**src/rtl/spi_master_arb_if.sv**
```systemverilog
// Bus bundle for spi_master_arb: requester-side handshake plus the SPI pins.
// The master modport is the arbiter's view; slave is the environment's view.
interface spi_master_arb_if #(
   parameter int NREQ = 2
);
   logic [NREQ-1:0]   req;
   logic [8*NREQ-1:0] txd;
   logic [NREQ-1:0]   gnt;
   logic              busy;
   logic              done;
   logic [7:0]        rxd;
   logic              cs;
   logic              sck;
   logic              mosi;
   logic              miso;

   modport master (
      input  req, txd, miso,
      output gnt, busy, done, rxd, cs, sck, mosi
   );

   modport slave (
      output req, txd, miso,
      input  gnt, busy, done, rxd, cs, sck, mosi
   );
endinterface

```
**src/rtl/spi_master_arb.sv**
```systemverilog
// Round-robin arbiter in front of an 8-bit, LSB-first, mode-0 SPI master.
// One transaction per grant: IDLE -> SETUP -> XFER -> HOLD -> GAP -> IDLE.
module spi_master_arb #(
   parameter int NREQ   = 2,
   parameter int CLKDIV = 2
) (
   input  logic               clk,
   input  logic               rst,
   spi_master_arb_if.master   bus
);
   localparam int PW = (NREQ > 1) ? $clog2(NREQ) : 1;
   localparam int HW = $clog2(CLKDIV + 1);
   localparam logic [HW-1:0] HLAST = HW'(CLKDIV - 1);
   localparam logic [HW-1:0] HONE  = HW'(1);

   typedef enum logic [2:0] {IDLE, SETUP, XFER, HOLD, GAP} state_t;

   state_t            state_reg, state_next;
   logic [HW-1:0]     hcnt_reg, hcnt_next;
   logic [2:0]        bcnt_reg, bcnt_next;
   logic [6:0]        sh_reg, sh_next;
   logic [7:0]        rx_reg, rx_next;
   logic [7:0]        rxd_reg, rxd_next;
   logic              cs_reg, cs_next;
   logic              sck_reg, sck_next;
   logic              mosi_reg, mosi_next;
   logic [NREQ-1:0]   gnt_reg, gnt_next;
   logic              busy_reg, busy_next;
   logic              done_reg, done_next;
   logic [PW-1:0]     ptr_reg, ptr_next;
   logic [PW-1:0]     win_reg, win_next;

   logic [7:0]        txd_arr [NREQ];
   logic [PW-1:0]     win;
   logic              found;
   logic              hlast;

   generate
      for (genvar gi = 0; gi < NREQ; gi++) begin : g_txd
         assign txd_arr[gi] = bus.txd[8*gi +: 8];
      end
   endgenerate

   function automatic logic [PW-1:0] wrap_idx(input logic [PW-1:0] p, input int off);
      int j;
      j = int'(p) + off;
      if (j >= NREQ) j = j - NREQ;
      return j[PW-1:0];
   endfunction

   // Scan from the highest offset down so the lowest offset at/after ptr wins.
   always_comb begin
      found = 1'b0;
      win   = '0;
      for (int i = NREQ - 1; i >= 0; i--) begin
         if (bus.req[wrap_idx(ptr_reg, i)]) begin
            found = 1'b1;
            win   = wrap_idx(ptr_reg, i);
         end
      end
   end

   assign hlast = (hcnt_reg == HLAST);

   always_comb begin
      state_next = state_reg;
      hcnt_next  = hcnt_reg;
      bcnt_next  = bcnt_reg;
      sh_next    = sh_reg;
      rx_next    = rx_reg;
      rxd_next   = rxd_reg;
      cs_next    = cs_reg;
      sck_next   = sck_reg;
      mosi_next  = mosi_reg;
      gnt_next   = gnt_reg;
      busy_next  = busy_reg;
      done_next  = 1'b0;
      ptr_next   = ptr_reg;
      win_next   = win_reg;

      unique case (state_reg)
         IDLE: begin
            hcnt_next = '0;
            if (found) begin
               win_next      = win;
               gnt_next      = '0;
               gnt_next[win] = 1'b1;
               busy_next     = 1'b1;
               cs_next       = 1'b0;
               mosi_next     = txd_arr[win][0];
               sh_next       = txd_arr[win][7:1];
               bcnt_next     = '0;
               state_next    = SETUP;
            end
         end
         SETUP: begin
            // The end of SETUP is also the first SCK rise.
            if (hlast) begin
               hcnt_next         = '0;
               sck_next          = 1'b1;
               rx_next[bcnt_reg] = bus.miso;
               state_next        = XFER;
            end else begin
               hcnt_next = hcnt_reg + HONE;
            end
         end
         XFER: begin
            if (hlast) begin
               hcnt_next = '0;
               sck_next  = ~sck_reg;
               if (!sck_reg) begin
                  rx_next[bcnt_reg] = bus.miso;
               end else if (bcnt_reg == 3'd7) begin
                  state_next = HOLD;
               end else begin
                  bcnt_next = bcnt_reg + 3'd1;
                  mosi_next = sh_reg[0];
                  sh_next   = {1'b0, sh_reg[6:1]};
               end
            end else begin
               hcnt_next = hcnt_reg + HONE;
            end
         end
         HOLD: begin
            if (hlast) begin
               hcnt_next  = '0;
               cs_next    = 1'b1;
               mosi_next  = 1'b0;
               gnt_next   = '0;
               rxd_next   = rx_reg;
               done_next  = 1'b1;
               ptr_next   = wrap_idx(win_reg, 1);
               state_next = GAP;
            end else begin
               hcnt_next = hcnt_reg + HONE;
            end
         end
         GAP: begin
            if (hlast) begin
               hcnt_next  = '0;
               busy_next  = 1'b0;
               state_next = IDLE;
            end else begin
               hcnt_next = hcnt_reg + HONE;
            end
         end
         default: state_next = IDLE;
      endcase
   end

   always_ff @(posedge clk or posedge rst) begin
      if (rst) begin
         state_reg <= IDLE;
         hcnt_reg  <= '0;
         bcnt_reg  <= '0;
         sh_reg    <= '0;
         rx_reg    <= '0;
         rxd_reg   <= '0;
         cs_reg    <= 1'b1;
         sck_reg   <= 1'b0;
         mosi_reg  <= 1'b0;
         gnt_reg   <= '0;
         busy_reg  <= 1'b0;
         done_reg  <= 1'b0;
         ptr_reg   <= '0;
         win_reg   <= '0;
      end else begin
         state_reg <= state_next;
         hcnt_reg  <= hcnt_next;
         bcnt_reg  <= bcnt_next;
         sh_reg    <= sh_next;
         rx_reg    <= rx_next;
         rxd_reg   <= rxd_next;
         cs_reg    <= cs_next;
         sck_reg   <= sck_next;
         mosi_reg  <= mosi_next;
         gnt_reg   <= gnt_next;
         busy_reg  <= busy_next;
         done_reg  <= done_next;
         ptr_reg   <= ptr_next;
         win_reg   <= win_next;
      end
   end

   assign bus.cs   = cs_reg;
   assign bus.sck  = sck_reg;
   assign bus.mosi = mosi_reg;
   assign bus.gnt  = gnt_reg;
   assign bus.busy = busy_reg;
   assign bus.done = done_reg;
   assign bus.rxd  = rxd_reg;
endmodule

```
**src/flat_wrapper.sv**
```systemverilog
// flat-port wrapper written by rule: the top's interface ports become plain ports
module spi_master_arb_flat 
#(
   parameter int NREQ   = 2,
   parameter int CLKDIV = 2
)
  (clk, rst, bus_req, bus_txd, bus_miso, bus_gnt, bus_busy, bus_done, bus_rxd, bus_cs, bus_sck, bus_mosi);
  spi_master_arb_if #(.NREQ(NREQ)) bus_i ();
  input  logic clk;
  input  logic rst;
  input wire logic [$bits(bus_i.req)-1:0] bus_req;
  input wire logic [$bits(bus_i.txd)-1:0] bus_txd;
  input wire logic [$bits(bus_i.miso)-1:0] bus_miso;
  output wire logic [$bits(bus_i.gnt)-1:0] bus_gnt;
  output wire logic [$bits(bus_i.busy)-1:0] bus_busy;
  output wire logic [$bits(bus_i.done)-1:0] bus_done;
  output wire logic [$bits(bus_i.rxd)-1:0] bus_rxd;
  output wire logic [$bits(bus_i.cs)-1:0] bus_cs;
  output wire logic [$bits(bus_i.sck)-1:0] bus_sck;
  output wire logic [$bits(bus_i.mosi)-1:0] bus_mosi;
  assign bus_i.req = bus_req;
  assign bus_i.txd = bus_txd;
  assign bus_i.miso = bus_miso;
  assign bus_gnt = bus_i.gnt;
  assign bus_busy = bus_i.busy;
  assign bus_done = bus_i.done;
  assign bus_rxd = bus_i.rxd;
  assign bus_cs = bus_i.cs;
  assign bus_sck = bus_i.sck;
  assign bus_mosi = bus_i.mosi;
  spi_master_arb #(.NREQ(NREQ), .CLKDIV(CLKDIV)) u_core (.clk(clk), .rst(rst), .bus(bus_i));
endmodule
```
**config.mk**
```make
export PLATFORM = sky130hd
export DESIGN_NAME = spi_master_arb_flat
export DESIGN_NICKNAME = d
export VERILOG_FILES = /design/src/rtl/spi_master_arb_if.sv /design/src/rtl/spi_master_arb.sv /design/src/flat_wrapper.sv
export SDC_FILE = /design/constraint.sdc
export NUM_CORES = 1
export LEC_CHECK = 0
export BUFFER_PORTS_ARGS = -buffer_cell sky130_fd_sc_hd__buf_2
export CAP_MARGIN = 25
export CORE_MARGIN = 3
export CORE_UTILIZATION = 49
export CTS_BUF_LIST = sky130_fd_sc_hd__clkbuf_16
export CTS_CLUSTER_SIZE = 16
export DETAILED_ROUTE_END_ITERATION = 10
export PLACE_DENSITY = 0.7
export SLEW_MARGIN = 25
export SYNTH_ARGS = -nofsm -noshare
export SYNTH_HDL_FRONTEND = slang
export SYNTH_SLANG_ARGS = --single-unit
export TNS_END_PERCENT = 100
```
**constraint.sdc**
```tcl
create_clock -name clk -period 1.7 [get_ports clk]
set_input_delay 0.085 -clock clk [delete_from_list [all_inputs] [get_ports clk]]
set_output_delay 0.085 -clock clk [all_outputs]
set_load 0.02 [all_outputs]
```
==> impl_metrics.ini, run 1 <==
[status]
outcome = complete, no violations

[logic_synthesis]
synth_mux_area_share_pct = 6.40
synth_area_leaders = dfrtp_1 (50%), nand2_1 (8.8%), o31ai_1 (3.1%), mux2_2 (2.9%), and3_1 (2.6%)
synth_top_area_share_pct = 49.9
synthAdderAreaFrac_pct = 1.28
synth_seq_cells = 40
syn_area_mm2 = 0.00195
synth.avg_cell_area_um2 = 9.72
synth.distinct_cells = 41
synth-simple-area-share_pct = 24.2
yosysWarnings = 0
synth_top_family_by_area = simple AND/OR/NAND/NOR gates
yosysMostFrequentCell = nand2_1
synth_commonest_cells = nand2_1 (46), dfrtp_1 (39), nor2_1 (13), and3_1 (8), o31ai_1 (8)
yosys.area.top_type = dfrtp_1
synthXorXnorAreaFrac_pct = 0.448
synth_edf_count = 0
synthesis.nets = 224
synth_compound_area_share_pct = 13.1
yosysSeqAreaShare_pct = 51.3
syn_inst = 201
synthFlopType = dfrtp_1
ys_async_sr_fraction_pct = 100

[setup_path]
cp_num_cells = 6
cp_cell_sequence = ha_2 -> ha_4 -> nand4bb_4 -> o32a_1 -> buf_12 -> o31ai_2
worst-r2r-cell-count = 6
r2r_end = u_core.sh_reg[3]
cpPeakStageDelay_ns = 0.39
critPathMaxFanout = 19
arrival_ns = 1.88
crit_path_start = u_core.bcnt_reg[1]
startpoint_type = register
end_kind = register
critPathSlowestCell = dfrtp_1
cpLargestDelayFamily = compound AO/OA/AOI/OAI gates
worst-path-buf-inv = 1
endpoint = u_core.sh_reg[3]
r2r_start = u_core.bcnt_reg[1]
worstSetupPathType = register to register
rrSetupSlack_ns = 0.01
critPathRequiredTime_ns = 1.89

[cells_and_area]
drive_gt1_share_pct = 34.4
nNetsFinal = 275
area_delta_synth_final_pct = 32.8
antenna_cells = 0
final_cell_area_mm2 = 0.00260

[power]
p_per_area_mw_per_mm2 = 1990
p_seq_share_pct = 30.9
cellLeakagePower_nw = 1.24
p_sw_share_pct = 38.3
ir_drop_v = 0.000985
intPower_mw = 3.19
p_sw_mw = 1.98
clock_power_share_pct = 19.8
p_comb_share_pct = 49.3

[clocking]
worstSkewPairLatency_ns = 0.28
cts_made_buffers = 5
cts_setup_buffers = 0
root_buffer = clkbuf_16
cts_tree = built
htree_num_levels = 2
cts_sinks = 40
clkTransAtPathRegs_ns = 0.06
cts.path.max_buffers = 2

[route]
drc = 0
vias = 1597
vias_per_cell = 5.31
drt-total-wl_um = 4200
drt-pass1-iter-count = 4
drt_iter0_markers = 97
wl_per_cell_um = 14.0
ant_nets = 0

[place]
io_buffers = 35
place_hpwl_um = 2820
gp_congestion = 0.828
placedInstanceArea_mm2 = 0.00229

[global_routing]
grt_max_degree = 41
grt_pass1_vias = 1611
grt_pass1_wl_um = 7220
gr-max-usage-layer = met2
grt.total_usage_pct = 18.6
overflow = 0
use_met3_pct = 3.50
grt_util_met2_pct = 30.7
grtUsageMet1_pct = 23.5
antenna_found_initial = 0

[run]
timing.max_cap.violations = 0

[sta]
fin_crit_sh_pct = 99.3
setup_tns_ns = 0
setup_viol = 0
max_freq_ghz = 0.593
finalHoldViolations = 0
rsz0062_at_grt = yes
tightest_slew_ns = 0.488
post-route-min-period_ns = 1.69
timing.slew.headroom_pct = 67.4
skew_ns = 0.00315
slew_viol_final = 0

[floorplan]
die_h_um = 69.2
dieArea_mm2 = 0.00478
core_area_mm2 = 0.00374
rows = 22
initial_core_util_pct = 52.2
die_x_um = 69.2
num_io_pins = 36

[min_path]
hold_path.class = primary input to register
[worst register-to-register path: stages, from the launching register on]
cell       delay (ns)
dfrtp_1          0.39
ha_2             0.20
ha_4             0.17
nand4bb_4        0.20
o32a_1           0.21
buf_12           0.17
o31ai_2          0.25
[what timing repair did]
item / CTS / global route
resized for setup: 3 / 17
hold endpoints to repair: 39 / 0
hold buffers: 1 / 0
pin swaps: 1 / 4
endpoints found under the setup margin: 7 / 20
[per-stage QoR]
stage                     setup slack, ns  power, mW  instances  hold WS (ns)  utilization [%]
after global routing              -0.0463       5.56        301         0.176             69.4
after detailed placement           0.0110       3.79        292         0.238             61.3
after global placement             0.0835       3.73        292         0.231             61.3
final                              0.0125       5.17        301         0.168             69.4
after floorplan                   0.00629       3.10        201         0.217                -
after CTS                          0.0148       4.91        301         0.138             66.6
[logic make-up after synthesis]
logic type                 after synthesis
muxes                                   11
buffers and inverters                   14
and+or+nand+nor                         97
AOI/OAI and AO/OA                       36
DFF                                     40
xor gates and xnor gates                 1
adders and majority gates                2
[power groups by stage]
stage / Sequential (mW) / Combinational [mW] / Clock, mW
global placement: 1.58 / 2.15 / 0
detailed placement: 1.60 / 2.19 / 0
finish: 1.60 / 2.55 / 1.02
floorplan: 1.80 / 1.30 / 0
global route: 1.66 / 2.83 / 1.08
CTS: 1.59 / 2.28 / 1.04
[metal layers]
metal / share of wire [%] / up-vias
met5: 0 / -
met4: 3.1 / 0
met3: 4.4 / 12
met2: 48 / 39
met1: 44 / 747
li1: - / 799
[final cells by class]
cell class                 count  area (um2)
clock buffer                   5         125
clock inverter                 3        37.5
fill                         313        1150
inverter                       4        18.8
multi-input combinational    147        1020
sequential                    40        1000
tap                           48        60.1
timing repair buffer          54         333
[cells in the final DEF (no fill, tap or decap), drive strengths merged, types with 2 or more instances in the layout]
cell,n
clkbuf,5
a211oi,7
o31ai,8
nand3,7
nor2b,7
mux2,9
nand4,4
nand2b,4
nor2,13
ha,2
a21oi,2
o21a,2
o21ai,11
mux2i,2
buf,53
or3b,2
clkinv,2
and3,8
dfrtp,39
inv,3
nand2,46
[worst min path at each step]
stage | to | depth (start not counted) | slack, ns | start
floorplan | u_core.rx_reg[1] | 1 | 0.22 | bus_miso
global placement | u_core.bus.done | 3 | 0.23 | rst
detailed placement | u_core.bus.done | 3 | 0.24 | rst
CTS | u_core.rx_reg[0] | 2 | 0.14 | bus_miso
global route | u_core.rx_reg[6] | 2 | 0.18 | bus_miso
finish | u_core.rx_reg[5] | 2 | 0.17 | bus_miso
(Power assumes the default switching activity.)
==> run 2: changes to the inputs <==
--- a/config.mk
+++ b/config.mk
@@ -5,14 +5,16 @@
 export SDC_FILE = /design/constraint.sdc
 export NUM_CORES = 1
 export LEC_CHECK = 0
+export ABC_AREA = 1
 export BUFFER_PORTS_ARGS = -buffer_cell sky130_fd_sc_hd__buf_2
 export CAP_MARGIN = 25
+export CORE_ASPECT_RATIO = 0.8
 export CORE_MARGIN = 3
-export CORE_UTILIZATION = 49
+export CORE_UTILIZATION = 50
 export CTS_BUF_LIST = sky130_fd_sc_hd__clkbuf_16
 export CTS_CLUSTER_SIZE = 16
 export DETAILED_ROUTE_END_ITERATION = 10
-export PLACE_DENSITY = 0.7
+export PLACE_DENSITY = 0.71
 export SLEW_MARGIN = 25
 export SYNTH_ARGS = -nofsm -noshare
 export SYNTH_HDL_FRONTEND = slang
==> impl_metrics.ini, run 2 <==
[run]
timing.max_cap.violations = 0

[status]
outcome = complete, no violations

[place]
io_buffers = 35
place_hpwl_um = 3080
dp.cells = 374
gp_congestion = 0.895

[clocking]
cts_sinks = 40
cts_made_buffers = 5
cts.path.max_buffers = 2
worstSkewPairLatency_ns = 0.28
cts_tree = built
root_buffer = clkbuf_16
htree_num_levels = 2
clkTransAtPathRegs_ns = 0.06

[sta]
tightest_slew_ns = 0.493
skew_ns = 0.00254
fin_crit_sh_pct = 91.4
setup_viol = 0
max_freq_ghz = 0.644
rsz0062_at_grt = no
timing.slew.headroom_pct = 67.1
slew_viol_final = 0
setup_tns_ns = 0
finalHoldViolations = 0
post-route-min-period_ns = 1.55

[global_routing]
grt_util_met2_pct = 29.7
grt_pass1_wl_um = 7690
grt_max_degree = 41
grt_pass1_vias = 1708
grt.total_usage_pct = 19.5
gr-max-usage-layer = met2
overflow = 0
antenna_found_initial = 0
grtUsageMet1_pct = 26.6
use_met3_pct = 6.20

[route]
drt-pass1-iter-count = 6
drt-total-wl_um = 4420
drc = 0
ant_nets = 0
drt_iter0_markers = 89
vias = 1841
vias_per_cell = 4.78
wl_per_cell_um = 11.5

[logic_synthesis]
yosysSeqAreaShare_pct = 47.6
syn_area_mm2 = 0.00211
synth_seq_cells = 40
synthFlopType = dfrtp_1
synth.distinct_cells = 22
yosys.area.top_type = dfrtp_1
yosysWarnings = 0
synth_commonest_cells = nand2_1 (116), dfrtp_1 (39), inv_1 (28), nand3_1 (27), nor2_1 (19)
synth_top_area_share_pct = 46.3
syn_inst = 282
synthesis.nets = 305
synth_edf_count = 0
yosysMostFrequentCell = nand2_1
synth_area_leaders = dfrtp_1 (46%), nand2_1 (21%), nand3_1 (6.4%), inv_1 (5.0%), nor2_1 (3.4%)
ys_async_sr_fraction_pct = 100
synth.avg_cell_area_um2 = 7.47

[setup_path]
cpPeakStageDelay_ns = 0.40
critPathMaxFanout = 5
cpLargestDelayFamily = simple AND/OR/NAND/NOR gates
worst-path-buf-inv = 0
worst-r2r-cell-count = 7
worstSetupPathType = register to register
cp_cell_sequence = ha_1 -> ha_1 -> o21ai_2 -> nand2_2 -> nor2_4 -> nand2_1 -> nand2_1
cp_num_cells = 7
arrival_ns = 1.77
startpoint_type = register
critPathRequiredTime_ns = 1.92
end_kind = register
critPathSlowestCell = dfrtp_1

[floorplan]
dieArea_mm2 = 0.00503
core_area_mm2 = 0.00393
die_h_um = 64.0
rows = 20
num_io_pins = 36
die_x_um = 78.6
initial_core_util_pct = 53.6

[cells_and_area]
nNetsFinal = 352
area_delta_synth_final_pct = 22.2
final_common_cell = nand2_1
final_cell_mix = nand2_1 (116), dfrtp_1 (39), buf_2 (35)
antenna_cells = 0
n_fill_cell = 356
drive_gt1_share_pct = 21.8
final_cells = 385

[power]
clock_power_share_pct = 20.7
p_seq_share_pct = 31.6
p_sw_share_pct = 43.2
p_per_area_mw_per_mm2 = 1960
intPower_mw = 2.86
p_sw_mw = 2.18
p_comb_share_pct = 47.7
cellLeakagePower_nw = 1.43
ir_drop_v = 0.000985

[min_path]
hold_path.class = primary input to register
holdPathStages = 5
## run 2: changes by cell type after synthesis, sizes merged, moves of 7 or more
cell	previous run	this run
a211oi	7	0
nand3b	0	7
nand2	46	121
inv	3	32
mux2	9	0
nand3	7	29
o31ai	8	0
and3	8	0
nor2b	7	0
nor2	13	25
## run 2: power by group through the flow
stage               Sequential (mW)  Combinational, mW  Clock, mW
floorplan                      1.77               1.55          0
global placement               1.60               2.27          0
detailed placement             1.61               2.31          0
CTS                            1.60               2.32       1.07
global route                   1.65               2.74       1.12
finish                         1.59               2.40       1.04
## run 2: repair_timing
item	in CTS	in global routing
gates resized for setup	0	2
buffers inserted	0	1
hold endpoints to repair	39	0
hold buffers	1	0
setup endpoints to repair	0	6
## run 2: worst paths after layout
| check | endpoint | from | slack [ns] |
|---|---|---|---|
| max | u_core.sh_reg[2] | u_core.bcnt_reg[1] | 0.15 |
| min | u_core.sh_reg[6] | bus_txd[15] | 0.13 |
| max reg2reg | u_core.sh_reg[2] | u_core.bcnt_reg[1] | 0.15 |
| min reg2reg | u_core.ptr_reg | u_core.win_reg | 0.46 |
| max in group asynchronous | u_core.bus.cs | rst | 0.89 |
| min in group asynchronous | u_core.bus.done | rst | 0.46 |
## run 2: layout make-up
cell class | count | area [um2] | area share (%)
multi-input combinational | 205 | 965 | 37.5
timing repair buffer | 44 | 245 | 9.53
sequential | 40 | 1000 | 39.0
tap | 55 | 68.8 | 2.68
inverter | 33 | 124 | 4.82
clock inverter | 3 | 42.5 | 1.65
clock buffer | 5 | 125 | 4.86
## run 2: logic make-up (layout without fill, tap and decap cells)
logic type	count (synthesis)	count (layout)	share of synthesized area [%]
AO/OA/AOI/OAI	20	20	5.11
flip-flops	40	40	47.6
adder cells (fa/ha/maj)	2	2	1.19
AND/OR/NAND/NOR	182	183	38.6
buffers and inverters	38	85	7.49
## run 2: worst register-to-register path: cells and delay by family, from the launching register on
family          cells  cell delay [ns]
simple gates        4             0.47
flops               1             0.40
fa+ha+maj           2             0.42
compound gates      1             0.21
## run 2: stage by stage
step	util [%]	area (um2)	setup slack [ns]	power, mW	hold slack [ns]
after floorplan	-	2110	0.254	3.32	0.302
after global placement	60.3	2370	0.189	3.87	0.233
after detailed placement	60.3	2370	0.127	3.92	0.233
after CTS	64.8	2550	0.125	4.99	0.131
after global routing	65.5	2570	0.00438	5.51	0.169
final	65.5	2570	0.146	5.04	0.135
## run 2: routing by layer
layer,vias to the layer above,share of wire (%)
met5,-,0
met4,0,1.2
met1,825,50
met3,6,5.7
met2,40,43
li1,970,-
==> run 3: changes to the inputs <==
==> constraint.sdc (replaced) <==
create_clock -name clk -period 1.7 [get_ports clk]
set_input_delay 0.34 -clock clk [delete_from_list [all_inputs] [get_ports clk]]
set_output_delay 0.34 -clock clk [all_outputs]
set_load 0.02 [all_outputs]
==> impl_metrics.ini, run 3 (synthesized netlist as in run 2, its figures left out) <==
[clocking]
cts_made_buffers = 5
root_buffer = clkbuf_16
htree_num_levels = 2
cts_sinks = 40
worstSkewPairLatency_ns = 0.28
cts_tree = built
clkTransAtPathRegs_ns = 0.06
cts.path.max_buffers = 2

[sta]
timing.slew.headroom_pct = 67.1
post-route-min-period_ns = 1.55
whs_ns = 0.168
tightest_slew_ns = 0.493
fin_crit_sh_pct = 91.4
setup_tns_ns = 0
setup_slack_ns = 0.146
setup_viol = 0
max_freq_ghz = 0.644
rsz0062_at_grt = no
skew_ns = 0.00254
slew_viol_final = 0
finalHoldViolations = 0

[cells_and_area]
final_cell_area_mm2 = 0.00256
utilization_pct = 65.2
nNetsFinal = 351
final_cells = 384
final_common_cell = nand2_1
final_cell_mix = nand2_1 (116), dfrtp_1 (39), buf_2 (35)
drive_gt1_share_pct = 21.9
area_delta_synth_final_pct = 21.7
antenna_cells = 0

[floorplan]
die_x_um = 78.6
core_area_mm2 = 0.00393
dieArea_mm2 = 0.00503
num_io_pins = 36
rows = 20
die_h_um = 64.0
initial_core_util_pct = 53.6

[global_routing]
grt_pass1_wl_um = 7660
grt_max_degree = 41
antenna_found_initial = 0
grt_pass1_vias = 1705
grt.total_usage_pct = 19.4
overflow = 0

[setup_path]
critPathSlowestCell = dfrtp_1
arrival_ns = 1.77
endpoint = u_core.sh_reg[2]
r2r_start = u_core.bcnt_reg[1]
worstSetupPathType = register to register
r2r_end = u_core.sh_reg[2]
end_kind = register
worst-r2r-cell-count = 7
rrSetupSlack_ns = 0.15
cpPeakStageDelay_ns = 0.40
critPathMaxFanout = 5
cp_cell_sequence = ha_1 -> ha_1 -> o21ai_2 -> nand2_2 -> nor2_4 -> nand2_1 -> nand2_1
crit_path_start = u_core.bcnt_reg[1]
startpoint_type = register
critPathRequiredTime_ns = 1.92

[run]
timing.max_cap.violations = 0

[place]
place_hpwl_um = 3080
dp_slack_ns = 0.127
placedInstanceArea_mm2 = 0.00237
io_buffers = 35
dp.cells = 374
gp_congestion = 0.895

[route]
drt-total-wl_um = 4410
wl_per_cell_um = 11.5
drt_iter0_markers = 87
drc = 0
ant_nets = 0
vias_per_cell = 4.78
vias = 1837
drt-pass1-iter-count = 6

[status]
outcome = complete, no violations

[power]
ir_drop_v = 0.000985
p_per_area_mw_per_mm2 = 1970
cellLeakagePower_nw = 1.43
power.total_mw = 5.04

[min_path]
hold_path.class = primary input to asynchronous set/reset pin
## run 3: final cells by class
class	count	area [um2]
repair buffers	43	235
inverters	33	124
clock inverters	3	42.5
flip-flops and latches	40	1000
multi-input cells	205	965
fillers	357	1370
clock buffers	5	125
well taps	55	68.8
## run 3: repair_timing
action / 4_1_cts / 5_1_grt
endpoints found under the setup margin: 0 / 6
setup buffers: 0 / 1
resized for setup: 0 / 2
hold endpoints to repair: 0 / 0
hold buffers: 0 / 0
## run 3: power by group
group | total, mW | internal, mW | switching [mW]
clock | 1.04 | 0.688 | 0.354
sequential | 1.59 | 1.35 | 0.245
combinational | 2.40 | 0.825 | 1.58
## run 3: metal layers
layer / track usage, % / vias to the layer above / part of all wire (%)
met5: 0 / - / 0
met2: 29.6 / 40 / 43
li1: - / 968 / -
met4: 5.90 / 0 / 1.2
met3: 6.20 / 6 / 5.6
met1: 26.5 / 823 / 50
## run 3: critical path, delay by kind of cell (launching register included)
kind,cells,cell delay [ns]
AND/OR/NAND/NOR,4,0.47
flip-flops,1,0.40
adder cells (fa/ha/maj),2,0.42
AO/OA/AOI/OAI,1,0.21
## run 3: worst min-delay path by stage
stage | cells after the start | slack [ns] | from | to
CTS | 3 | 0.19 | rst | u_core.bus.done
floorplan | 1 | 0.44 | u_core.win_reg | u_core.ptr_reg
finish | 3 | 0.17 | rst | u_core.bus.done
global placement | 1 | 0.45 | u_core.win_reg | u_core.ptr_reg
detailed placement | 1 | 0.45 | u_core.win_reg | u_core.ptr_reg
global route | 3 | 0.20 | rst | u_core.bus.rxd[7]
